<file path="src/rtl/ltc2308_emu.sv">
// LTC2308 ADC emulator: replays ch_data over the SPI-like CONVST/SCK/SDI/SDO pins with a configurable conversion time.
// Optional LTC2308_EMU_STATS_EN adds frame_count/err_count outputs.
module ltc2308_emu #(
  parameter int CONV_CYCLES = 256,
  parameter int SYNC_STAGES = 2
) (
  input  logic        clk,
  input  logic        rst,
  input  logic [95:0] ch_data,
  input  logic        ADC_CONVST,
  input  logic        ADC_SCK,
  input  logic        ADC_SDI,
  output logic        ADC_SDO,
  output logic [5:0]  cfg_word,
  output logic        frame_done,
  output logic        proto_err
`ifdef LTC2308_EMU_STATS_EN
  ,
  output logic [15:0] frame_count,
  output logic [15:0] err_count
`endif
);

  localparam logic [1:0]  ST_IDLE   = 2'd0;
  localparam logic [1:0]  ST_CONV   = 2'd1;
  localparam logic [1:0]  ST_READY  = 2'd2;
  localparam logic [1:0]  ST_SHIFT  = 2'd3;
  localparam logic [2:0]  FILL_DONE = 3'(SYNC_STAGES + 1);
  localparam logic [11:0] CONV_LAST = 12'(CONV_CYCLES - 1);
  localparam logic [5:0]  CFG_RST   = 6'b100010;

  logic [SYNC_STAGES-1:0] convst_sync_q, convst_sync_d;
  logic [SYNC_STAGES-1:0] sck_sync_q, sck_sync_d;
  logic [SYNC_STAGES-1:0] sdi_sync_q, sdi_sync_d;
  logic        convst_prev_q, convst_prev_d, sck_prev_q, sck_prev_d;
  logic [2:0]  fill_q, fill_d;
  logic [1:0]  state_q, state_d;
  logic [11:0] conv_cnt_q, conv_cnt_d;
  logic [3:0]  fall_q, fall_d;
  logic [2:0]  bits_q, bits_d;
  logic [5:0]  sr_q, sr_d;
  logic [11:0] result_q, result_d;
  logic [5:0]  cfg_q, cfg_d;
  logic        done_q, done_d, err_q, err_d;

  logic        live, convst_lvl, sck_lvl, sdi_lvl;
  logic        conv_rise, sck_rise, sck_fall, sck_edge;
  logic [2:0]  sel_a, sel_b;
  logic [11:0] a_val, b_val, conv_val;
  logic [12:0] diff;

  // Edges are only trusted once every synchronizer stage holds a live pin sample.
  always_comb begin
    convst_sync_d = {convst_sync_q[SYNC_STAGES-2:0], ADC_CONVST};
    sck_sync_d    = {sck_sync_q[SYNC_STAGES-2:0], ADC_SCK};
    sdi_sync_d    = {sdi_sync_q[SYNC_STAGES-2:0], ADC_SDI};
    convst_lvl    = convst_sync_q[SYNC_STAGES-1];
    sck_lvl       = sck_sync_q[SYNC_STAGES-1];
    sdi_lvl       = sdi_sync_q[SYNC_STAGES-1];
    convst_prev_d = convst_lvl;
    sck_prev_d    = sck_lvl;
    fill_d        = (fill_q == FILL_DONE) ? fill_q : fill_q + 3'd1;
    live          = (fill_q == FILL_DONE);
    conv_rise     = live & convst_lvl & ~convst_prev_q;
    sck_rise      = live & sck_lvl & ~sck_prev_q;
    sck_fall      = live & ~sck_lvl & sck_prev_q;
    sck_edge      = sck_rise | sck_fall;
  end

  // Channel select and output coding; sel_a doubles as the single-ended index.
  always_comb begin
    sel_a = {cfg_q[3], cfg_q[2], cfg_q[4]};
    sel_b = {cfg_q[3], cfg_q[2], ~cfg_q[4]};
    a_val = ch_data[32'(sel_a) * 12 +: 12];
    b_val = ch_data[32'(sel_b) * 12 +: 12];
    diff  = {1'b0, a_val} - {1'b0, b_val};
    conv_val = '0;
    if (cfg_q[5]) begin
      conv_val = cfg_q[1] ? a_val : (a_val ^ 12'h800);
    end else if (cfg_q[1]) begin
      conv_val = diff[12] ? 12'h000 : diff[11:0];
    end else if (diff[12] && !diff[11]) begin
      conv_val = 12'h800;
    end else if (!diff[12] && diff[11]) begin
      conv_val = 12'h7FF;
    end else begin
      conv_val = diff[11:0];
    end
  end

  always_comb begin
    state_d    = state_q;
    conv_cnt_d = conv_cnt_q;
    fall_d     = fall_q;
    bits_d     = bits_q;
    sr_d       = sr_q;
    result_d   = result_q;
    cfg_d      = cfg_q;
    done_d     = 1'b0;
    err_d      = 1'b0;
    if (conv_rise) begin
      state_d    = ST_CONV;
      conv_cnt_d = '0;
      fall_d     = '0;
      bits_d     = '0;
      result_d   = conv_val;
      err_d      = sck_edge || (state_q == ST_SHIFT && fall_q < 4'd12);
    end else begin
      if (state_q == ST_CONV) begin
        if (conv_cnt_q == CONV_LAST) state_d = ST_READY;
        else conv_cnt_d = conv_cnt_q + 12'd1;
      end
      if (sck_edge) begin
        if (state_q == ST_CONV || convst_lvl) begin
          err_d = 1'b1;
        end else if (state_q == ST_READY || state_q == ST_SHIFT) begin
          state_d = ST_SHIFT;
          if (sck_rise && bits_q < 3'd6) begin
            sr_d   = {sr_q[4:0], sdi_lvl};
            bits_d = bits_q + 3'd1;
          end
          if (sck_fall && fall_q < 4'd12) begin
            fall_d = fall_q + 4'd1;
            if (fall_q == 4'd11) begin
              done_d = 1'b1;
              if (bits_q == 3'd6) cfg_d = sr_q;
            end
          end
        end
      end
    end
  end

  always_ff @(posedge clk) begin
    if (!rst) begin
      convst_sync_q <= '0;
      sck_sync_q    <= '0;
      sdi_sync_q    <= '0;
      convst_prev_q <= 1'b0;
      sck_prev_q    <= 1'b0;
      fill_q        <= '0;
      state_q       <= ST_IDLE;
      conv_cnt_q    <= '0;
      fall_q        <= '0;
      bits_q        <= '0;
      sr_q          <= '0;
      result_q      <= '0;
      cfg_q         <= CFG_RST;
      done_q        <= 1'b0;
      err_q         <= 1'b0;
    end else begin
      convst_sync_q <= convst_sync_d;
      sck_sync_q    <= sck_sync_d;
      sdi_sync_q    <= sdi_sync_d;
      convst_prev_q <= convst_prev_d;
      sck_prev_q    <= sck_prev_d;
      fill_q        <= fill_d;
      state_q       <= state_d;
      conv_cnt_q    <= conv_cnt_d;
      fall_q        <= fall_d;
      bits_q        <= bits_d;
      sr_q          <= sr_d;
      result_q      <= result_d;
      cfg_q         <= cfg_d;
      done_q        <= done_d;
      err_q         <= err_d;
    end
  end

  always_comb begin
    ADC_SDO = 1'b0;
    if ((state_q == ST_READY || state_q == ST_SHIFT) && fall_q < 4'd12)
      ADC_SDO = result_q[4'd11 - fall_q];
  end

  assign cfg_word   = cfg_q;
  assign frame_done = done_q;
  assign proto_err  = err_q;

`ifdef LTC2308_EMU_STATS_EN
  logic [15:0] frame_cnt_q, frame_cnt_d, err_cnt_q, err_cnt_d;

  always_comb begin
    frame_cnt_d = frame_cnt_q + {15'd0, done_q};
    err_cnt_d   = err_cnt_q + {15'd0, err_q};
  end

  always_ff @(posedge clk) begin
    if (!rst) begin
      frame_cnt_q <= '0;
      err_cnt_q   <= '0;
    end else begin
      frame_cnt_q <= frame_cnt_d;
      err_cnt_q   <= err_cnt_d;
    end
  end

  assign frame_count = frame_cnt_q;
  assign err_count   = err_cnt_q;
`endif

endmodule

</file>
<file path="config.mk">
export PLATFORM = sky130hd
export DESIGN_NAME = ltc2308_emu
export DESIGN_NICKNAME = d
export VERILOG_FILES = /design/src/rtl/ltc2308_emu.sv
export SDC_FILE = /design/constraint.sdc
export NUM_CORES = 1
export LEC_CHECK = 0
export ABC_AREA = 1
export ABC_CLOCK_PERIOD_IN_PS = 3600
export BUFFER_PORTS_ARGS = -buffer_cell sky130_fd_sc_hd__buf_4
export CAP_MARGIN = 15
export CORE_ASPECT_RATIO = 1.25
export CORE_MARGIN = 3
export CORE_UTILIZATION = 56
export CTS_CLUSTER_SIZE = 8
export DETAILED_ROUTE_END_ITERATION = 10
export PLACE_DENSITY = 0.81
export SLEW_MARGIN = 10
export SYNTH_ARGS = -nofsm -noshare
export SYNTH_HDL_FRONTEND = slang
export SYNTH_SLANG_ARGS = --single-unit
</file>
<file path="constraint.sdc">
create_clock -name clk -period 3.6 [get_ports clk]
set_input_delay 1.08 -clock clk [delete_from_list [all_inputs] [get_ports clk]]
set_output_delay 1.08 -clock clk [all_outputs]
set_load 0.05 [all_outputs]
</file>
==> results of run 1 <==
==> cell usage after synthesis, types with 6 or more instances <==
| cell type | n | area, sq um |
|---|---|---|
| clkbuf_1 | 8 | 30.0 |
| o21a_1 | 6 | 45.0 |
| xor2_1 | 10 | 87.6 |
| buf_2 | 23 | 115 |
| a21oi_1 | 94 | 470 |
| o21ai_1 | 27 | 135 |
| buf_6 | 7 | 78.8 |
| nor2_1 | 88 | 330 |
| nand2_1 | 211 | 792 |
| nand3_1 | 36 | 180 |
| o21ai_0 | 111 | 556 |
| o211ai_1 | 24 | 180 |
| inv_2 | 9 | 33.8 |
| inv_1 | 103 | 387 |
| ha_1 | 20 | 250 |
| a31oi_1 | 9 | 56.3 |
| dfxtp_1 | 58 | 1160 |
==> routing by layer <==
layer	vias up	wire length [microns]
li1	3110	-
met1	2576	6080
met2	178	6500
met3	30	852
met4	0	339
met5	-	0
==> layout make-up <==
type	count	share of cell area, %
Multi-Input combinational cell	676	53.5
Sequential cell	58	18.1
Timing Repair Buffer	119	14.1
Inverter	113	6.61
Clock buffer	12	4.15
Tap cell	123	2.40
Clock inverter	4	1.13
==> flip-flops by register name, summed over array words and instances, names as in the netlist <==
name and cells:
sr_q 6, conv_cnt_q 12, sdi_sync_q 2, fall_q 4, bits_q 3, proto_err 1, result_q 12, convst_sync_q 2
convst_prev_q 1, sck_prev_q 1, state_q 2, fill_q 3, frame_done 1, cfg_word 6, sck_sync_q 2
==> worst max-delay path, delay by kind of cell (launching register included) <==
kind            cells  cell delay (ps)
buf+inv             4              860
flops               1              570
compound gates      2              250
simple gates       10             1060
fa+ha+maj           1              350
==> per-stage QoR <==
stage / instance area [sq um] / hold WS (ps) / worst slack [ps] / total power [W]
floorplan: 5290 / 390 / 470 / 0.000907
global placement: 6080 / 393 / 239 / 0.00104
detailed placement: 6080 / 401 / 186 / 0.00105
CTS: 6420 / 412 / 447 / 0.00199
global route: 6420 / 444 / 19.4 / 0.00207
finish: 6420 / 411 / 395 / 0.00198
==> where the power goes <==
group          switching, W  leakage, nW  internal, W
Clock              0.000279        0.165     0.000660
Sequential        0.0000103        0.470     0.000661
Combinational      0.000201         2.37     0.000165
==> kinds of logic (layout without fill, tap and decap cells) <==
family,Yosys count,after routing
compound gates,277,277
xor+xnor,13,13
fa+ha+maj,21,21
buf+inv,159,248
flops,58,58
mux,1,1
simple gates,364,364
==> worst paths after layout <==
check                   startpoint          endpoint  slack [ps]  cells past startpoint
setup / recovery       cfg_word[4]       result_q[6]         400                     17
hold reg to reg   convst_sync_q[0]  convst_sync_q[1]         410                      2
hold / removal    convst_sync_q[0]  convst_sync_q[1]         410                      2
setup reg to reg       cfg_word[4]       result_q[6]         400                     17
==> cells in the final DEF, fill, tap and decap left out, drive strengths merged, types with 9 or more instances in the layout <==
cell and count:
a31oi 9, o211ai 24, ha 20, nand2 215, nand3 40, buf 119, o21ai 138, nor2 90
xor2 10, clkbuf 12, a21oi 94, inv 112, dfxtp 58
==> reports/results.ini, run 1 <==
[outcome]
status = finished, final reports clean

[detailed_routing]
via_count = 5894
avgRoutedWirePerCell_microns = 12.5
ant_nets = 0
vias_per_cell = 5.33
drc_errors = 0
wirelength_mm = 13.8
first_pass_iters = 5
drt_iter0_drc = 382

[logic_synthesis]
synth_seq_area_share_pct = 22.0
synthesis.nets = 1015
avgSynthCellArea_sq_um = 5.92
synth_compound_gate_area_share_pct = 28.2
synth.area.mux_share_pct = 0.189
synth_edf_count = 0
syn_inst = 893
synth-xor-area-share_pct = 2.15
yosys_most_used_dff = dfxtp_1
netlist_area_sq_mm = 0.00529
ys_types = 41
synth-adder-area-share_pct = 5.11
ys_warn_count = 0
yosys.area_share.simple_pct = 29.2
synth_top_family_by_area = simple AND/OR/NAND/NOR gates
ys_ff_latch = 58
synth-async-reset-ratio_pct = 0

[sta]
tightestPinTransition_ps = 712
clock_skew_ps = 5.55
rsz0062_at_grt = false
tns_ps = 0
relSlewSlack_pct = 52.5
drv_slew = 0
report.final.hold_viol_count = 0
min_period_ps = 3200
setup_viol = 0
max_clock_freq_mhz = 312
period_share_pct = 89.0

[die]
io_pins = 110
die_x_microns = 92.9
core_sq_mm = 0.00917
die_h_microns = 115
rows = 39
die-area_sq_mm = 0.0107
start_util_pct = 57.7

[grt]
grt_max_degree = 65
met3_usage_pct = 4.80
overflow = 0
grt_antenna_before_repair = 0
grt_pass1_wl_mm = 23.0
gr-usage-all-layers_pct = 25.8
grt_use_met1_pct = 32.0
grt.met2_usage_pct = 43.9
grt_pass1_vias = 5376
grt.busiest_layer = met2

[clock_network]
clkLatencyLatePin_ps = 320
post-cts-setup-buffers = 0
cts_max_path_buffers = 2
cts.clk_slew.worst_paths_ps = 50
cts_buffers = 9
cts-hold-fix-buffers = 0
htreeDepth = 3
postCtsResizedCells = 0
cts.sinks = 58
cts_tree = built
clk_root_buffer_cell = clkbuf_16

[layout]
syn2layout_area_growth_pct = 21.3
nFillCells = 871
diodes = 0
multi_input_area_sq_mm = 0.00343
stdcell_count = 1105
finalCoreUtilization_pct = 69.9
final-seq-area_sq_mm = 0.00116
drive_gt1_share_pct = 16.4
nets = 1099

[setup_path]
path_common_cell = nand2_1
cp-end-kind = flip-flop
critPathMaxStageDelay_ps = 570
start_kind = flip-flop
cp_data_required_time_ps = 3820
path_cells = buf_4 > o21ai_0 > nand2_1 > nand3_1 > nand2_1 > inv_1 > ha_1 > inv_1 > o21bai_1 > nor2_1 > nand3_4 > inv_2 > nor2_1 > nor2_1 > nand2_1 > nand2_1 > nand2_1
critPathArrivalTime_ps = 3420
path_max_fanout = 64
worstSetupPathType = reg2reg
slowest_stage = dfxtp_2

[pwr]
p_per_area_mw_per_mm2 = 308
ir_drop_v = 0.000230
leakage_nw = 3.01

[flow_run]
max_cap_viol_count = 0

[place]
io_buffers = 109
dp_hpwl_mm = 10.6
dp.cells = 1089
gp_congestion = 0.988

[hold_path]
hold_class = reg2reg

(Power assumes the default switching activity.)
==> inputs of run 2 (changes only) <==
Settings changed: CORE_UTILIZATION 56 to 45, PLACE_DENSITY 0.81 to 0.68.
==> reports/results.ini, run 2 (synthesis results as in run 1) <==
[outcome]
status = finished, final reports clean

[setup_path]
path_max_fanout = 18  ; -72%
cp-end-kind = flip-flop
cp_data_required_time_ps = 3820  ; about the same
critPathArrivalTime_ps = 3350  ; -70 ps
start_kind = input pin
worstSetupPathType = in2reg

[sta]
clock_skew_ps = 5.26  ; -0.285 ps
drv_slew = 0  ; unchanged
tightestPinTransition_ps = 564  ; -149 ps
relSlewSlack_pct = 62.3  ; +9.8 points
period_share_pct = 87.0  ; -2.0 points
timing.final.ws_setup_ps = 467  ; +71.5 ps
report.final.hold_viol_count = 0  ; unchanged
max_clock_freq_mhz = 319  ; +2.3%
tns_ps = 0  ; unchanged
hold_ws_ps = 408  ; -3.14 ps
setup_viol = 0  ; unchanged
min_period_ps = 3130  ; -71.5 ps
rsz0062_at_grt = false

[layout]
layout_commonest_cell = nand2_1
diodes = 0  ; unchanged
syn2layout_area_growth_pct = 20.9
nets = 1103  ; +0.36%
reg_top3 = conv_cnt_q (12), result_q (12)
design_area_sq_mm = 0.00639  ; -0.33%
layout_common_cells = 211 x nand2_1, 122 x buf_4, 111 x o21ai_0
drive_gt1_share_pct = 16.6  ; +0.24 points

[detailed_routing]
wirelength_mm = 14.4  ; +4.5%
via_count = 5794  ; -1.7%
vias_per_cell = 5.17  ; -3.1%
ant_nets = 0  ; unchanged
first_pass_iters = 5  ; unchanged
drt_iter0_drc = 295  ; -23%
avgRoutedWirePerCell_microns = 12.8  ; +3.0%
drc_errors = 0  ; unchanged

[place]
dp_hpwl_mm = 11.4  ; +7.4%
place_area_sq_mm = 0.00612  ; +0.74%
gp_congestion = 0.889  ; -10%
preCtsSetupSlack_ps = 165  ; -21.1 ps
io_buffers = 109  ; unchanged

[grt]
overflow = 0  ; unchanged
grt_antenna_before_repair = 0  ; unchanged
grt_pass1_vias = 5492  ; +2.2%
gr-usage-all-layers_pct = 22.8  ; -3.0 points
grt_max_degree = 86  ; +32%
grt_pass1_wl_mm = 24.7  ; +7.4%

[clock_network]
clkLatencyLatePin_ps = 330  ; about the same
clk_root_buffer_cell = clkbuf_16
post-cts-setup-buffers = 0  ; unchanged
cts.sinks = 58  ; unchanged
postCtsResizedCells = 0  ; unchanged
cts.clk_slew.worst_paths_ps = 50  ; about the same
cts_max_path_buffers = 2  ; unchanged
htreeDepth = 3  ; unchanged
cts-hold-fix-buffers = 0  ; unchanged
cts_buffers = 9  ; unchanged
cts_tree = built

[pwr]
ir_drop_v = 0.000220  ; -4.4%
leakage_nw = 2.98  ; -0.69%
power_w = 0.00181  ; -8.6%
p_per_area_mw_per_mm2 = 283  ; -8.2%

[die]
rows = 43  ; +10%
die_x_microns = 103  ; +11%
start_util_pct = 46.8  ; -11 points
io_pins = 110  ; unchanged
die-area_sq_mm = 0.0131  ; +23%
die_h_microns = 127  ; +11%
core_sq_mm = 0.0113  ; +23%

[flow_run]
max_cap_viol_count = 0  ; unchanged

[hold_path]
hold_class = reg2reg

## run 2: cell count changes in the layout (fill, tap and decap cells not counted), sizes merged
cell      delta
clkbuf       -1
buf          +4
bufinv       -2
clkinv       +2
clkinvlp     +1
## run 2: worst paths after layout
check                                   start            end  slack [ps]  cells after the start
worst max-delay path              ch_data[12]    result_q[6]         470                     18
worst min-delay path            sck_sync_q[0]  sck_sync_q[1]         410                      2
worst max register to register    cfg_word[4]    result_q[6]         560                     19
worst min register to register  sck_sync_q[0]  sck_sync_q[1]         410                      2
## run 2: power by group
group          switching, W  internal, W
Clock              0.000291     0.000479
Combinational      0.000202     0.000165
Sequential       0.00000896     0.000661
## run 2: per-stage QoR
step | instances | util [%]
2_1_floorplan | 893 | -
3_3_place_gp | 1105 | 54.2
3_5_place_dp | 1105 | 54.2
4_1_cts | 1121 | 56.6
5_1_grt | 1121 | 56.6
6_report | 1121 | 56.6
## run 2: cell type report
cell class	count	area (sq um)
timing repair buffer	123	936
sequential	58	1160
inverter	113	424
multi-input combinational	676	3430
clock inverter	5	30.0
tap	135	169
clock buffer	11	243
fill	1191	4900
## run 2: layer usage
metal	track usage, %	wire length, microns	vias to the layer above
met1	28.9	6420	2515
li1	-	-	3117
met3	4.97	821	23
met5	0	0	-
met4	7.32	272	0
met2	38.2	6880	139
## run 2: critical path, cell delays in order
cell and delay [ps]:
buf_4 70, inv_1 40, a21oi_1 140, o21ai_0 120, a31oi_1 230, ha_1 170, inv_1 70, fa_1 430
nand3_1 110, nand3_2 110, nand3_1 140, nand3_4 200, inv_2 170, nor2_1 60, nor2_1 90, nand2_1 60
nand2_1 50, nand2_1 40
==> inputs of run 3 (changes only) <==
Settings changed: ABC_AREA 1 to 0, CORE_MARGIN 3 to default, PLACE_DENSITY 0.68 to 0.69.
==> reports/results.ini, run 3 <==
[outcome]
status = finished with violations
violations = setup timing

[setup_path]
worstSetupPathType = in2reg
critPathLaunch = ch_data[37]
critPathArrivalTime_ps = 3910  ; +560 ps
cp_top_family = compound AO/OA/AOI/OAI gates
cp-endpoint = result_q[8]
cp_data_required_time_ps = 3780  ; -40 ps
start_kind = input pin
worst-path-stages = 13  ; -5
slowest_stage = mux4_2
critPathMaxStageDelay_ps = 460  ; +30 ps
r2r_start = cfg_word[4]
ff2ff_path_depth = 13  ; -6
cp-end-kind = flip-flop
r2r_setup_slack_ps = 70  ; -490 ps
path_common_cell = buf_6
path_max_fanout = 3  ; -15
cp.buffers_inverters = 3  ; -1
r2r-end = result_q[8]
path_cells = buf_6 > mux4_2 > mux2_4 > buf_6 > fa_2 > a21o_1 > nand4_1 > a21oi_2 > o21a_1 > o311a_4 > buf_6 > o31ai_4 > a31oi_1

[sta]
rsz0062_at_grt = true
relSlewSlack_pct = 55.4  ; -6.8 points
tightestPinTransition_ps = 667  ; +103 ps
report.final.hold_viol_count = 0  ; unchanged
drv_slew = 0  ; unchanged
setup_viol = 10  ; +10
period_share_pct = 104  ; +17 points
min_period_ps = 3730  ; +596 ps
timing.final.ws_setup_ps = -129  ; -596 ps
clock_skew_ps = 7.53  ; +2.26 ps
max_clock_freq_mhz = 268  ; -16%

[clock_network]
clkLatencyLatePin_ps = 320  ; about the same
cts.clk_slew.worst_paths_ps = 50  ; about the same
cts-hold-fix-buffers = 0  ; unchanged
htreeDepth = 3  ; unchanged
cts_max_path_buffers = 2  ; unchanged
cts_buffers = 9  ; unchanged
cts_tree = built
cts.sinks = 58  ; unchanged
clk_root_buffer_cell = clkbuf_16

[grt]
grt_antenna_before_repair = 0  ; unchanged
gr-usage-all-layers_pct = 23.5  ; +0.72 points
grt_pass1_vias = 4412  ; -20%
grt_pass1_wl_mm = 20.2  ; -18%
overflow = 0  ; unchanged
grt_max_degree = 29  ; -66%

[logic_synthesis]
synthesis.nets = 576  ; -43%
synth_seq_area_share_pct = 25.0  ; +3.1 points
netlist_area_sq_mm = 0.00464  ; -12%
yosys.area.top_type = dfxtp_1
avgSynthCellArea_sq_um = 10.2  ; +73%
yosys_most_used_dff = dfxtp_1
yosys-top-cells-area = dfxtp_1 25%, mux4_2 25%, mux2i_1 6.3%
ys_ff_latch = 58  ; unchanged
synth-async-reset-ratio_pct = 0  ; unchanged
yosys.area.top_type_share_pct = 25.0  ; +3.1 points
synth_commonest_cells = 58 x dfxtp_1, 52 x nor2_1, 51 x mux4_2
ys_warn_count = 0  ; unchanged
syn_inst = 454  ; -49%
ys_types = 57  ; +39%
synth_most_common_cell = dfxtp_1
synth_edf_count = 0  ; unchanged

[hold_path]
holdCritStartpoint = convst_sync_q[0]
hold_class = reg2reg
min_path_cells = 1  ; -1

[die]
start_util_pct = 46.1  ; -0.67 points
rows = 41  ; -4.7%
io_pins = 110  ; unchanged
die_x_microns = 92.8  ; -9.9%
die_h_microns = 116  ; -9.2%
die-area_sq_mm = 0.0107  ; -18%
core_sq_mm = 0.0101  ; -11%

[pwr]
p_int_w = 0.00147  ; +12%
comb_power_share_pct = 23.7  ; +3.4 points
p_sw_share_pct = 24.6  ; -3.2 points
leakage_nw = 2.70  ; -9.5%
p_clk_share_pct = 42.2  ; -0.4 points
ir_drop_v = 0.000182  ; -17%
p_per_area_mw_per_mm2 = 294  ; +3.9%
p_sw_w = 0.000478  ; -4.8%
seqPwrFrac_pct = 34.1  ; -3.0 points

[detailed_routing]
ant_nets = 0  ; unchanged
vias_per_cell = 5.72  ; +11%
wirelength_mm = 12.4  ; -14%
routed.top_layer = met4
drt-met1-wl_mm = 4.81  ; -25%
drt_iter0_drc = 254  ; -14%
met2_length_mm = 6.75  ; -1.9%
via_count = 4265  ; -26%
avgRoutedWirePerCell_microns = 16.6  ; +29%
drc_errors = 0  ; unchanged
wl_met3_microns = 635  ; -23%
first_pass_iters = 4  ; -1

[layout]
syn2layout_area_growth_pct = 42.7
drive_gt1_share_pct = 47.4  ; +31 points
stdcell_count = 745  ; -34%
layout_common_cells = 153 x buf_4, 55 x dfxtp_1, 52 x nor2_1
nets = 734  ; -33%
reg_top3 = conv_cnt_q (12), result_q (12)
finalCoreUtilization_pct = 65.8  ; +9.2 points
diodes = 0  ; unchanged
layout_commonest_cell = buf_4

[place]
dp_hpwl_mm = 9.45  ; -17%
dp.cells = 722  ; -35%
io_buffers = 109  ; unchanged
gp_congestion = 0.840  ; -5.6%

[flow_run]
max_cap_viol_count = 0  ; unchanged

-- run 3: cell count changes after synthesis, moves of 24 or more --
cell,change
o211ai_1,-24
mux4_2,+51
inv_1,-90
nand2_1,-176
nor2_1,-36
mux2i_1,+28
nand3_1,-30
o21ai_0,-95
o21ai_1,-26
a21oi_1,-75
-- run 3: how the worst min path moves through the flow --
stage	endpoint	slack, ps
floorplan	convst_sync_q[1]	410
global placement	sdi_sync_q[1]	410
detailed placement	sck_sync_q[1]	420
CTS	convst_sync_q[1]	430
global route	sck_sync_q[1]	450
finish	convst_sync_q[1]	430
-- run 3: repair_timing --
action                                  in CTS  in global routing
buffers inserted                             8                  2
endpoints found under the setup margin      12                 12
gates resized for setup                     34                 22
pin swaps                                   19                 11
-- run 3: kinds of logic after synthesis --
group	share of synthesized area (%)
AND/OR/NAND/NOR	15.2
flip-flops	25.0
adder cells (fa/ha/maj)	5.83
XOR/XNOR	4.15
AO/OA/AOI/OAI	12.1
buffers and inverters	3.80
multiplexers	33.9
-- run 3: layout make-up --
cell class              count  area (sq um)
clock inverters             3          40.0
well taps                 129           161
fillers                   819          3430
multi-input cells         355          3550
clock buffers              12           246
flip-flops and latches     58          1170
repair buffers            174          1410
inverters                  14          52.6
-- run 3: routing by layer --
| layer | vias up | GRT usage (%) |
|---|---|---|
| met2 | 142 | 44.7 |
| met1 | 2068 | 26.0 |
| met3 | 17 | 4.46 |
| met4 | 0 | 8.31 |
| met5 | - | 0 |
| li1 | 2038 | - |
-- run 3: worst register-to-register path: cells and delay by family (launching register included) --
family	cells	cell delay, ps
multiplexers	3	910
buffers and inverters	3	620
adder cells (fa/ha/maj)	1	340
flip-flops	1	340
AND/OR/NAND/NOR	1	270
AO/OA/AOI/OAI	5	960
-- run 3: through the flow --
| step | power [W] | setup WS (ps) | hold WS [ps] | setup TNS (ps) | cell area (sq um) |
|---|---|---|---|---|---|
| 3_3_place_gp | 0.00107 | -455 | 415 | -4790 | 5980 |
| 6_report | 0.00194 | -129 | 433 | -573 | 6620 |
| 3_5_place_dp | 0.00108 | -511 | 423 | -5480 | 5980 |
| 2_1_floorplan | 0.000882 | -286 | 412 | -2620 | 4680 |
| 4_1_cts | 0.00193 | -67.2 | 433 | -187 | 6490 |
| 5_1_grt | 0.00203 | -174 | 450 | -1150 | 6620 |
-- run 3: power by group through the flow --
stage / registers, W / logic (W) / clock network (W)
CTS: 0.000663 / 0.000433 / 0.000831
global route: 0.000664 / 0.000497 / 0.000867
floorplan: 0.000674 / 0.000208 / 0
global placement: 0.000675 / 0.000393 / 0
detailed placement: 0.000676 / 0.000403 / 0
finish: 0.000663 / 0.000460 / 0.000821
